`src/rtl/instr_encoder.sv`:
```
// Assembles MIPS machine words from instruction requests and buffers them in a FIFO,
// emitting each word with its sequential byte address for the instruction-memory loader.
module instr_encoder #(
    parameter int unsigned DEPTH     = 4,
    parameter logic [31:0] BASE_ADDR = 32'h0000_3000
) (
    input  logic                     clk,
    input  logic                     reset,
    input  logic                     flush,
    input  logic                     in_valid,
    output logic                     in_ready,
    input  logic [3:0]               in_instr,
    input  logic [4:0]               in_rs,
    input  logic [4:0]               in_rt,
    input  logic [4:0]               in_rd,
    input  logic [4:0]               in_shamt,
    input  logic [15:0]              in_imm,
    input  logic [25:0]              in_target,
    output logic                     out_valid,
    input  logic                     out_ready,
    output logic [31:0]              out_word,
    output logic [31:0]              out_addr,
    output logic [$clog2(DEPTH):0]   count,
    output logic                     err,
    output logic [3:0]               err_instr
);

    localparam int unsigned PtrW = $clog2(DEPTH);
    localparam logic [PtrW:0] FullCount = (PtrW + 1)'(DEPTH);

    logic [31:0]     mem_q [DEPTH];
    logic [PtrW-1:0] wr_ptr_q, rd_ptr_q;
    logic [PtrW:0]   count_q;
    logic [31:0]     addr_q;
    logic            err_q;
    logic [3:0]      err_instr_q;

    logic [31:0] enc_word;
    logic        enc_legal;
    logic        full, empty, in_fire, out_fire, push, pop;

    always_comb begin
        enc_word  = '0;
        enc_legal = 1'b1;
        case (in_instr)
            4'd0: enc_word = {6'b000000, in_rs, in_rt, in_rd, 5'b00000, 6'b100001};
            4'd1: enc_word = {6'b000000, in_rs, in_rt, in_rd, 5'b00000, 6'b100011};
            4'd2: enc_word = {6'b001101, in_rs, in_rt, in_imm};
            4'd3: enc_word = {6'b100011, in_rs, in_rt, in_imm};
            4'd4: enc_word = {6'b101011, in_rs, in_rt, in_imm};
            4'd5: enc_word = {6'b000100, in_rs, in_rt, in_imm};
            4'd6: enc_word = {6'b001111, 5'b00000, in_rt, in_imm};
            4'd7: enc_word = {6'b000011, in_target};
            4'd8: enc_word = {6'b000000, in_rs, 15'b0, 6'b001000};
            4'd9: enc_word = {6'b000000, 5'b00000, in_rt, in_rd, in_shamt, 6'b000000};
            default: enc_legal = 1'b0;
        endcase
    end

    assign full     = (count_q == FullCount);
    assign empty    = (count_q == '0);
    // Holding reset keeps the loader from handing over requests that would be lost.
    assign in_ready = reset & ~full;
    assign in_fire  = in_valid & in_ready;
    assign out_fire = out_ready & ~empty;
    assign push     = in_fire & enc_legal & ~flush;
    assign pop      = out_fire & ~flush;

    always_ff @(posedge clk) begin
        if (push) begin
            mem_q[wr_ptr_q] <= enc_word;
        end
    end

    always_ff @(posedge clk or negedge reset) begin
        if (!reset) begin
            wr_ptr_q    <= '0;
            rd_ptr_q    <= '0;
            count_q     <= '0;
            addr_q      <= BASE_ADDR;
            err_q       <= 1'b0;
            err_instr_q <= '0;
        end else if (flush) begin
            wr_ptr_q    <= '0;
            rd_ptr_q    <= '0;
            count_q     <= '0;
            addr_q      <= BASE_ADDR;
            err_q       <= 1'b0;
            err_instr_q <= '0;
        end else begin
            if (push) begin
                wr_ptr_q <= wr_ptr_q + PtrW'(1);
            end
            if (pop) begin
                rd_ptr_q <= rd_ptr_q + PtrW'(1);
                addr_q   <= addr_q + 32'd4;
            end
            if (push && !pop) begin
                count_q <= count_q + (PtrW + 1)'(1);
            end else if (pop && !push) begin
                count_q <= count_q - (PtrW + 1)'(1);
            end
            if (in_fire && !enc_legal) begin
                err_q <= 1'b1;
                if (!err_q) begin
                    err_instr_q <= in_instr;
                end
            end
        end
    end

    assign out_valid = ~empty;
    assign out_word  = empty ? 32'h0 : mem_q[rd_ptr_q];
    assign out_addr  = addr_q;
    assign count     = count_q;
    assign err       = err_q;
    assign err_instr = err_instr_q;

endmodule

```
`config.mk`:
```
export PLATFORM = sky130hd
export DESIGN_NAME = instr_encoder
export DESIGN_NICKNAME = d
export VERILOG_FILES = /design/src/rtl/instr_encoder.sv
export SDC_FILE = /design/constraint.sdc
export NUM_CORES = 1
export LEC_CHECK = 0
export CORE_MARGIN = 8
export CORE_UTILIZATION = 50
export DETAILED_ROUTE_END_ITERATION = 10
export GPL_TIMING_DRIVEN = 0
export PLACE_DENSITY = 0.75
export SYNTH_ARGS = -nofsm -noshare
export SYNTH_HDL_FRONTEND = slang
export SYNTH_SLANG_ARGS = --single-unit
```
`constraint.sdc`:
```
create_clock -name clk -period 3.1 [get_ports clk]
set_input_delay 0.465 -clock clk [delete_from_list [all_inputs] [get_ports clk]]
set_output_delay 0.465 -clock clk [all_outputs]
set_load 0.005 [all_outputs]
```
==> qor.csv, run 1 <==
metric,value,unit
status,finished clean,
max_cap_violations,0,
hold_path.class,in -> reg,
top_layer_used,met4,
antenna_found_initial,0,
fin_util,0.670,
worstSetupStartpointType,input port,
num_rows,44,
dp_cells,853,
synth_edf_count,124,
crit_type,in -> reg,
fillers,1019,
netlist_area,0.00748,mm²
met1Wirelength,7.20,mm
synthCells,529,
p_leak,0.00342,µW
worst_pin_slew,1.04,ns
max_freq,339,MHz
fin_crit,2.95,ns
cts_tree,built,
hp-start,flush,
core_area,0.0146,mm²
io_pins,145,
seqCellArea,0.00478,mm²
drc_errors,0,
met3_wirelength,1.21,mm
start_util,0.513,
synth-async-reset-ratio,0.253,
die-area,0.0191,mm²
ys_seq_area_frac,0.639,
gp_congestion,0.840,
power.density,669,mW/mm²
worst_setup_path_end_kind,register,
postCtsSetupBuffers,0,
worstSkewPairLatency,0.42,ns
cp.required,3.14,ns
layout_commonest_cell,clkdlybuf4s50_1,
r2r-start,count[0],
fp.dieW,138,µm
post_synth_num_cell_types,53,
rsz0062_at_grt,no,
synth-seq-cells,166,
setup_viol,0,
diodes,0,
htree_levels,4,
stdcell_count,886,
min_path_cells,3,
area_delta_synth_final,30.8,%
syn_area_per_cell,14.1,µm²
first_pass_iters,5,
slew_violations,0,
final.setup_skew,0.0103,ns
avgViaCountPerCell,5.88,
peakVddDrop,0.000416,V
cp-startpoint,reset,
arrival,2.98,ns
clk_pin_slew,0.06,ns
drt_wl_total,18.3,mm
layout.nets,766,
period_share,0.950,
cts_sinks,166,
num_vias,5207,
clock-root-buffer,clkbuf_16,
r2r_cells,4,
drive_gt1_frac,0.123,
drtIter0Drc,360,
met2_wirelength,9.61,mm
hpwl,12.6,mm
clockBufferDepth,2,
fin_ws,0.154,ns
ff2ff_setup_slack,0.35,ns
post-place-ws,-0.0508,ns
grt_overflow,0,
multi_input_area,0.00248,mm²
drt-wirelength-per-cell,20.6,µm
io_buffers,137,
grtUsageTotal,0.186,
hold_viol_final,0,
grt_pass1_vias,5304,
die_h,138,µm
final_cell_mix,"136 x clkdlybuf4s50_1, 124 x edfxtp_1, 40 x dfrtp_1",
antenna_left,0,
grt_pass1_wl,28.3,mm
grt_max_degree,32,
cts_buffers,17,
synth_flop_cell,edfxtp_1,
path_max_fanout,31,
maxSlewHeadroom,0.299,
ys.warnings.count,0,
==> per-layer routing <==
| layer | up-vias | global-route usage |
|---|---|---|
| li1 | 2380 | - |
| met1 | 2586 | 0.211 |
| met2 | 217 | 0.329 |
| met3 | 24 | 0.0545 |
| met4 | 0 | 0.0595 |
| met5 | - | 0 |
==> power breakdown <==
part | leakage (µW) | switching [µW] | internal [µW]
combinational | 0.00141 | 774 | 983
clock | 0.000307 | 820 | 1420
sequential | 0.00171 | 72.3 | 2470
==> worst paths after layout <==
path / to
max in group asynchronous: rd_ptr_q[0]
min reg2reg: err_instr[1]
min in group asynchronous: out_addr[21]
min: out_addr[28]
max: mem_q[2][12]
max reg2reg: mem_q[2][12]
==> stage by stage <==
stage / total power, µW / instance area, µm² / hold slack, ns / setup TNS (ns)
after floorplan: 3440 / 7480 / 0.169 / 0
after global placement: 4300 / 9090 / 0.482 / -260.43
after detailed placement: 4330 / 9110 / 0.432 / -3.63
after CTS: 6590 / 9770 / 0.472 / 0
after global routing: 6820 / 9780 / 0.548 / 0
final: 6540 / 9780 / 0.482 / 0
==> cells in the mapped netlist (all sizes together) (6+ instances only) <==
cell	n	area (µm²)
a22o	12	105
xor2	7	61.3
nor2b	33	206
clkbuf	26	97.6
o31ai	15	113
xnor2	6	52.6
nand3	14	70.1
a21oi	23	115
nand2	22	82.6
inv	24	90.1
buf	9	56.3
nor2	27	101
nor3	8	40.0
a222oi	10	100
mux4	31	698
nand4	10	68.8
o21ai	12	60.1
or4	15	116
nor4	6	37.5
dfrtp	40	1000
and3	9	57.6
edfxtp	124	3720
==> registers in the layout, summed over array words and instances (netlist names) <==
signal     cells
rd_ptr_q       2
mem_q        124
count          3
err            1
wr_ptr_q       2
err_instr      4
out_addr      30
==> cells by family after synthesis <==
family,synth area share
and+or+nand+nor,0.120
DFF,0.639
other,0.000502
buffers and inverters,0.0326
xor gates and xnor gates,0.0152
adders and majority gates,0.0110
AOI/OAI and AO/OA,0.0817
muxes,0.100
==> final cells by class <==
cell class | instances | share of cell area
Clock buffer | 18 | 0.0439
Multi-Input combinational cell | 306 | 0.254
Buffer | 34 | 0.0163
Clock inverter | 14 | 0.0211
Tap cell | 184 | 0.0235
Sequential cell | 166 | 0.489
Inverter | 24 | 0.00921
Timing Repair Buffer | 140 | 0.144
==> critical path, stage by stage <==
cell and delay, ns:
dlygate4sd3_1 0.51, buf_2 0.14, buf_12 0.20, nand2_1 0.11, nor3_1 0.64, and3_2 0.89
==> repair_timing <==
action                                  in CTS  in global routing
hold endpoints to repair                    16                  0
resized for setup                            4                  3
hold buffers                                 2                  0
endpoints found under the setup margin      30                 28
(Power assumes the default switching activity.)
==> run 2, diff against run 1 <==
--- a/config.mk
+++ b/config.mk
@@ -5,8 +5,10 @@
 export SDC_FILE = /design/constraint.sdc
 export NUM_CORES = 1
 export LEC_CHECK = 0
+export CAP_MARGIN = 15
 export CORE_MARGIN = 8
 export CORE_UTILIZATION = 50
+export CTS_BUF_LIST = sky130_fd_sc_hd__clkbuf_2
 export DETAILED_ROUTE_END_ITERATION = 10
 export GPL_TIMING_DRIVEN = 0
 export PLACE_DENSITY = 0.75
==> run 2 against run 1 <==
Utilization fell by 1.3 points. Sequential power barely moved. Final cell count rose by 0.68%. Combinational power rose by 10%. Worst hold slack got worse by 0.31 ns. Maximum frequency fell by 1.2%. Critical endpoint is now out_word[9]. Highest routed layer unchanged.
==> qor.csv, run 2 (synthesized netlist as in run 1, its figures left out) <==
metric,value,unit,change
drc_errors,0,,unchanged
grt_pass1_vias,5310,,+0.11%
fin_area,0.00960,mm²,-1.9%
grt_max_degree,32,,unchanged
fin_crit,2.98,ns,+0.0349 ns
dp_cells,853,,unchanged
max_cap_violations,0,,unchanged
switching_share,0.277,,+0.0216
critPathTopFamily,buffers and inverters,,
crit_chain,buf_12 > buf_12 > mux4_2 > nor2b_1 > clkdlybuf4s50_1,,
htree_levels,4,,unchanged
setup_viol,0,,unchanged
seq_power_share,0.437,,+0.049
p_comb_frac,0.334,,+0.065
period_share,0.961,,+0.0112
start_util,0.513,,unchanged
clockBufferDepth,2,,unchanged
status,finished clean,,
hpwl,12.6,mm,unchanged
hold_path.class,in -> reg,,
fin_ws,0.120,ns,-0.0349 ns
drive_gt1_frac,0.141,,+0.0189
drt_wl_total,18.3,mm,about the same
maxSlewHeadroom,0.309,,+0.0102
io_buffers,137,,unchanged
worstSkewPairLatency,0.70,ns,+0.28 ns
p_int,4200,µW,-14%
grtUsageTotal,0.183,,-0.00281
grt_overflow,0,,unchanged
cts_sinks,166,,unchanged
max_freq,336,MHz,-1.2%
arrival,2.52,ns,-0.46 ns
area_delta_synth_final,28.3,%,
worstSetupStartpointType,register,,
drt-wirelength-per-cell,20.5,µm,-0.67%
max_flop_register,mem_q,,
hold_viol_final,0,,unchanged
cp.required,2.63,ns,-0.51 ns
place_area,0.00911,mm²,unchanged
antenna_found_initial,1,,+1
post-place-ws,-0.0508,ns,unchanged
cts_buffers,17,,unchanged
gp_congestion,0.840,,unchanged
largest_reg_flops,124,,unchanged
final_cell_mix,"125 x clkdlybuf4s50_1, 124 x edfxtp_1, 39 x dfrtp_1",,
layout_commonest_cell,clkdlybuf4s50_1,,
fillers,1050,,+3.0%
peakVddDrop,0.000238,V,-43%
cts_tree,built,,
die-area,0.0191,mm²,unchanged
avgViaCountPerCell,5.88,,+0.13%
path_max_fanout,10,,-68%
power.density,605,mW/mm²,-9.5%
core_area,0.0146,mm²,unchanged
clock-root-buffer,clkbuf_2,,
worst_pin_slew,1.03,ns,-0.0151 ns
drtIter0Drc,374,,+3.9%
antenna_left,0,,unchanged
clk_pin_slew,0.21,ns,+0.15 ns
first_pass_iters,5,,unchanged
layout.nets,771,,+0.65%
p_switching,1610,µW,-3.7%
worst_setup_path_end_kind,output port,,
fp.dieW,138,µm,unchanged
num_vias,5249,,+0.81%
critPathSlowestCell,mux4_2,,
die_h,138,µm,unchanged
grt_pass1_wl,27.8,mm,-1.8%
num_rows,44,,unchanged
clock_power_share,0.229,,-0.114
crit_type,reg -> out,,
setup_tns,0,ns,unchanged
io_pins,145,,unchanged
slew_violations,0,,unchanged
p_leak,0.00352,µW,+2.9%
cp_common_cell,buf_12,,
crit_buf_inv,3,,unchanged
final.setup_skew,0.0185,ns,+0.00815 ns
crit_path_max_incr_delay,0.50,ns,-0.39 ns
finalPower,5810,µW,-11%
stdcell_count,892,,+0.68%
==> run 2: changes by cell type in the layout (fill, tap and decap cells not counted), sizes merged <==
cell / previous run / this run
dlymetal6s2s: 0 / 11
clkdlybuf4s50: 136 / 125
buf: 11 / 18
diode: 0 / 1
clkbuf: 43 / 42
dlygate4sd3: 2 / 1
==> run 2: repair_timing <==
action                                  CTS  global route
endpoints found under the hold margin    40             0
gates resized for setup                  12            21
pin swaps                                 1             1
hold buffers                              1             0
gates cloned                              0             1
endpoints found under the setup margin   32            31
buffers inserted                          2             4
==> run 2: power groups by stage <==
stage               logic (µW)  clock network [µW]  registers [µW]
floorplan                  892                   0            2550
global placement          1740                   0            2560
finish                    1940                1330            2540
detailed placement        1770                   0            2560
CTS                       1810                1360            2530
global route              2080                1440            2550
==> run 2: final timing paths <==
kind                         startpoint           end  slack, ns  cells after the start
max                         rd_ptr_q[0]   out_word[9]       0.12                      5
min                               flush  out_addr[12]       0.18                      3
max reg2reg                    count[0]      count[2]       0.48                      8
min reg2reg                err_instr[1]  err_instr[1]       0.55                      2
max in group asynchronous         reset  out_addr[12]       2.34                      3
min in group asynchronous         reset   out_addr[7]       0.19                      2
==> run 2: area by class of cell <==
type	instances	area, µm²	share of cell area
diodes	1	2.50	0.000261
clock inverters	14	206	0.0215
well taps	184	230	0.0240
multi-input cells	306	2480	0.258
plain buffers	33	199	0.0207
flip-flops and latches	166	4780	0.498
clock buffers	18	90.1	0.00939
inverters	24	90.1	0.00939
repair buffers	146	1520	0.158
==> run 2: through the flow <==
| step | utilization | hold slack, ns |
|---|---|---|
| 2_1_floorplan | - | 0.169 |
| 3_3_place_gp | 0.623 | 0.482 |
| 3_5_place_dp | 0.624 | 0.432 |
| 4_1_cts | 0.648 | 0.111 |
| 5_1_grt | 0.658 | 0.142 |
| 6_report | 0.658 | 0.176 |
==> run 2: worst reg2reg max path: stages, from the launching register on <==
cell and delay (ns):
dfrtp_1 0.57, o31a_1 0.17, clkbuf_1 0.32, clkbuf_1 0.44
nor3_1 0.13, fa_1 0.43, and3_1 0.17, o21ai_0 0.14
o311ai_0 0.14
==> run 2: per-layer routing <==
layer / vias up / track usage / part of all wire
met5: - / 0 / 0
met1: 2627 / 0.204 / 0.40
met3: 28 / 0.0551 / 0.062
li1: 2382 / - / -
met4: 0 / 0.0761 / 0.024
met2: 212 / 0.319 / 0.51
==> run 3, diff against run 2 <==
==> config.mk (replaced) <==
export PLATFORM = sky130hd
export DESIGN_NAME = instr_encoder
export DESIGN_NICKNAME = d
export VERILOG_FILES = /design/src/rtl/instr_encoder.sv
export SDC_FILE = /design/constraint.sdc
export NUM_CORES = 1
export LEC_CHECK = 0
export CAP_MARGIN = 30
export CORE_MARGIN = 8
export CORE_UTILIZATION = 35
export CTS_BUF_LIST = sky130_fd_sc_hd__clkbuf_2
export DETAILED_ROUTE_END_ITERATION = 10
export GPL_TIMING_DRIVEN = 0
export PLACE_DENSITY = 0.56
export SYNTH_ARGS = -nofsm -noshare
export SYNTH_HDL_FRONTEND = slang
export SYNTH_SLANG_ARGS = --single-unit
==> run 3 against run 2 <==
Final cell count is 11% higher. Global-route usage is 3.5 points lower. First-iteration DRC count is 15% lower. Largest cell class unchanged. Non-clock buffer count is 9 higher. Sequential power hardly changed. Clock power is 16% lower. Critical path type unchanged. Register-to-register slack worse by 0.10 ns. Count of clock-buffer cells in the layout is 1 lower. Largest power group unchanged. Sequential share of layout area is 1.2 points lower.
==> qor.csv, run 3 (synthesized netlist as in run 1, its figures left out) <==
metric,value,unit,change
area_delta_synth_final,31.4,%,
max_cap_violations,0,,unchanged
drt_wl_total,19.6,mm,+7.0%
cp.required,2.63,ns,about the same
power.density,578,mW/mm²,-4.4%
dp_cells,946,,+11%
avgViaCountPerCell,5.19,,-12%
p_switching,1710,µW,+6.8%
io_buffers,137,,unchanged
drive_gt1_frac,0.155,,+0.0136
hold_viol_final,0,,unchanged
first_pass_iters,6,,+1
arrival,2.50,ns,-0.02 ns
num_rows,53,,+20%
slew_violations,0,,unchanged
io_pins,145,,unchanged
worstSetupStartpointType,register,,
p_int,3970,µW,-5.5%
crit_type,reg -> out,,
clock-root-buffer,clkbuf_2,,
drtIter0Drc,317,,-15%
seq_power_share,0.447,,+0.010
p_comb_frac,0.355,,+0.021
cts_buffers,17,,unchanged
worst_pin_slew,0.970,ns,-0.0575 ns
grt_pass1_vias,5474,,+3.1%
post-place-ws,-0.0288,ns,+0.0220 ns
fp.dieW,162,µm,+17%
clockBufferDepth,2,,unchanged
drt-wirelength-per-cell,19.7,µm,-3.7%
cts_sinks,166,,unchanged
grt_max_degree,38,,+19%
worst_setup_path_end_kind,output port,,
stdcell_count,991,,+11%
diodes,0,,-1
final.setup_skew,0.0256,ns,+0.00711 ns
layout.nets,780,,+1.2%
final_cell_mix,"124 x edfxtp_1, 106 x clkdlybuf4s50_1, 39 x dfrtp_1",,
setup_viol,0,,unchanged
die-area,0.0263,mm²,+38%
maxSlewHeadroom,0.348,,+0.0387
peakVddDrop,0.000240,V,+0.80%
worstSkewPairLatency,0.72,ns,+0.02 ns
num_vias,5141,,-2.1%
p_leak,0.00383,µW,+8.8%
antenna_found_initial,0,,-1
htree_levels,4,,unchanged
clk_pin_slew,0.25,ns,+0.04 ns
grt_overflow,0,,unchanged
hold_path.class,in -> async,,
period_share,0.958,,-0.00360
status,finished clean,,
antenna_left,0,,unchanged
grt_pass1_wl,30.2,mm,+8.7%
drc_errors,0,,unchanged
layout_commonest_cell,edfxtp_1,,
clock_power_share,0.197,,-0.032
start_util,0.356,,-0.157
core_area,0.0210,mm²,+44%
max_flop_register,mem_q,,
path_max_fanout,6,,-4
grtUsageTotal,0.148,,-0.0346
fin_crit,2.97,ns,-0.0112 ns
cts_tree,built,,
max_freq,337,MHz,+0.38%
largest_reg_flops,124,,unchanged
gp_congestion,0.784,,-6.7%
hpwl,13.4,mm,+6.8%
fin_ws,0.131,ns,+0.0112 ns
switching_share,0.302,,+0.0252
fin_util,0.467,,-0.190
die_h,162,µm,+17%
-- run 3: cell count changes in the layout (fill, tap and decap cells not counted), sizes merged --
cell and change:
diode -1, dlygate4sd3 +1, buf +5, dlymetal6s2s +19
inv +5, bufinv -4, clkdlybuf4s50 -19, clkbuf +2
-- run 3: path summary, 6_finish.rpt --
kind | from | to | slack, ns | cells past startpoint
min in group clk | flush | out_addr[12] | 0.11 | 3
hold reg to reg | err_instr[3] | err_instr[3] | 0.54 | 2
max in group asynchronous | reset | out_addr[2] | 2.25 | 3
setup reg to reg | count[2] | mem_q[1][31] | 0.38 | 3
setup / recovery | rd_ptr_q[0] | out_word[10] | 0.13 | 5
hold / removal | reset | out_addr[16] | 0.08 | 2
-- run 3: area by class of cell --
type / count / area (µm²)
well taps: 275 / 344
repair buffers: 155 / 1670
clock inverters: 15 / 144
inverters: 24 / 90.1
plain buffers: 33 / 226
clock buffers: 17 / 85.1
multi-input cells: 306 / 2490
flip-flops and latches: 166 / 4780
fillers: 1882 / 11200
-- run 3: repair_timing --
| item | in CTS | in global routing |
|---|---|---|
| setup buffers | 3 | 6 |
| hold buffers | 2 | 0 |
| setup endpoints to repair | 32 | 31 |
| cloned | 0 | 3 |
| pin swaps | 1 | 0 |
| endpoints found under the hold margin | 41 | 0 |
| gates resized for setup | 23 | 41 |
-- run 3: routing by layer --
layer | vias to the layer above | share of wire | GRT usage
met3 | 16 | 0.067 | 0.0443
met4 | 0 | 0.0084 | 0.0412
met5 | - | 0 | 0
met1 | 2560 | 0.42 | 0.176
met2 | 166 | 0.51 | 0.256
li1 | 2399 | - | -
-- run 3: stage by stage --
stage          area [µm²]   TNS (ns)  hold slack (ns)  power, µW
6_report             9830          0           0.0793       5680
4_1_cts              9580     -0.168          0.00134       5620
3_3_place_gp         9200    -287.48            0.488       4350
3_5_place_dp         9250      -1.35            0.343       4370
5_1_grt              9830  -0.000606           0.0145       6000
2_1_floorplan        7480          0            0.169       3440
-- run 3: worst max-delay path, cell delays in order, from the launching register on --
cell and delay [ns]:
dfrtp_2 0.44, buf_12 0.14, clkbuf_16 0.15, mux4_2 0.47, nor2b_1 0.14, clkdlybuf4s50_1 0.44
-- run 3: power by group through the flow --
stage               logic (µW)  clock network, µW  registers, µW
floorplan                  892                  0           2550
global route              2210               1240           2550
detailed placement        1800                  0           2570
CTS                       1920               1160           2550
finish                    2020               1120           2540
global placement          1780                  0           2560
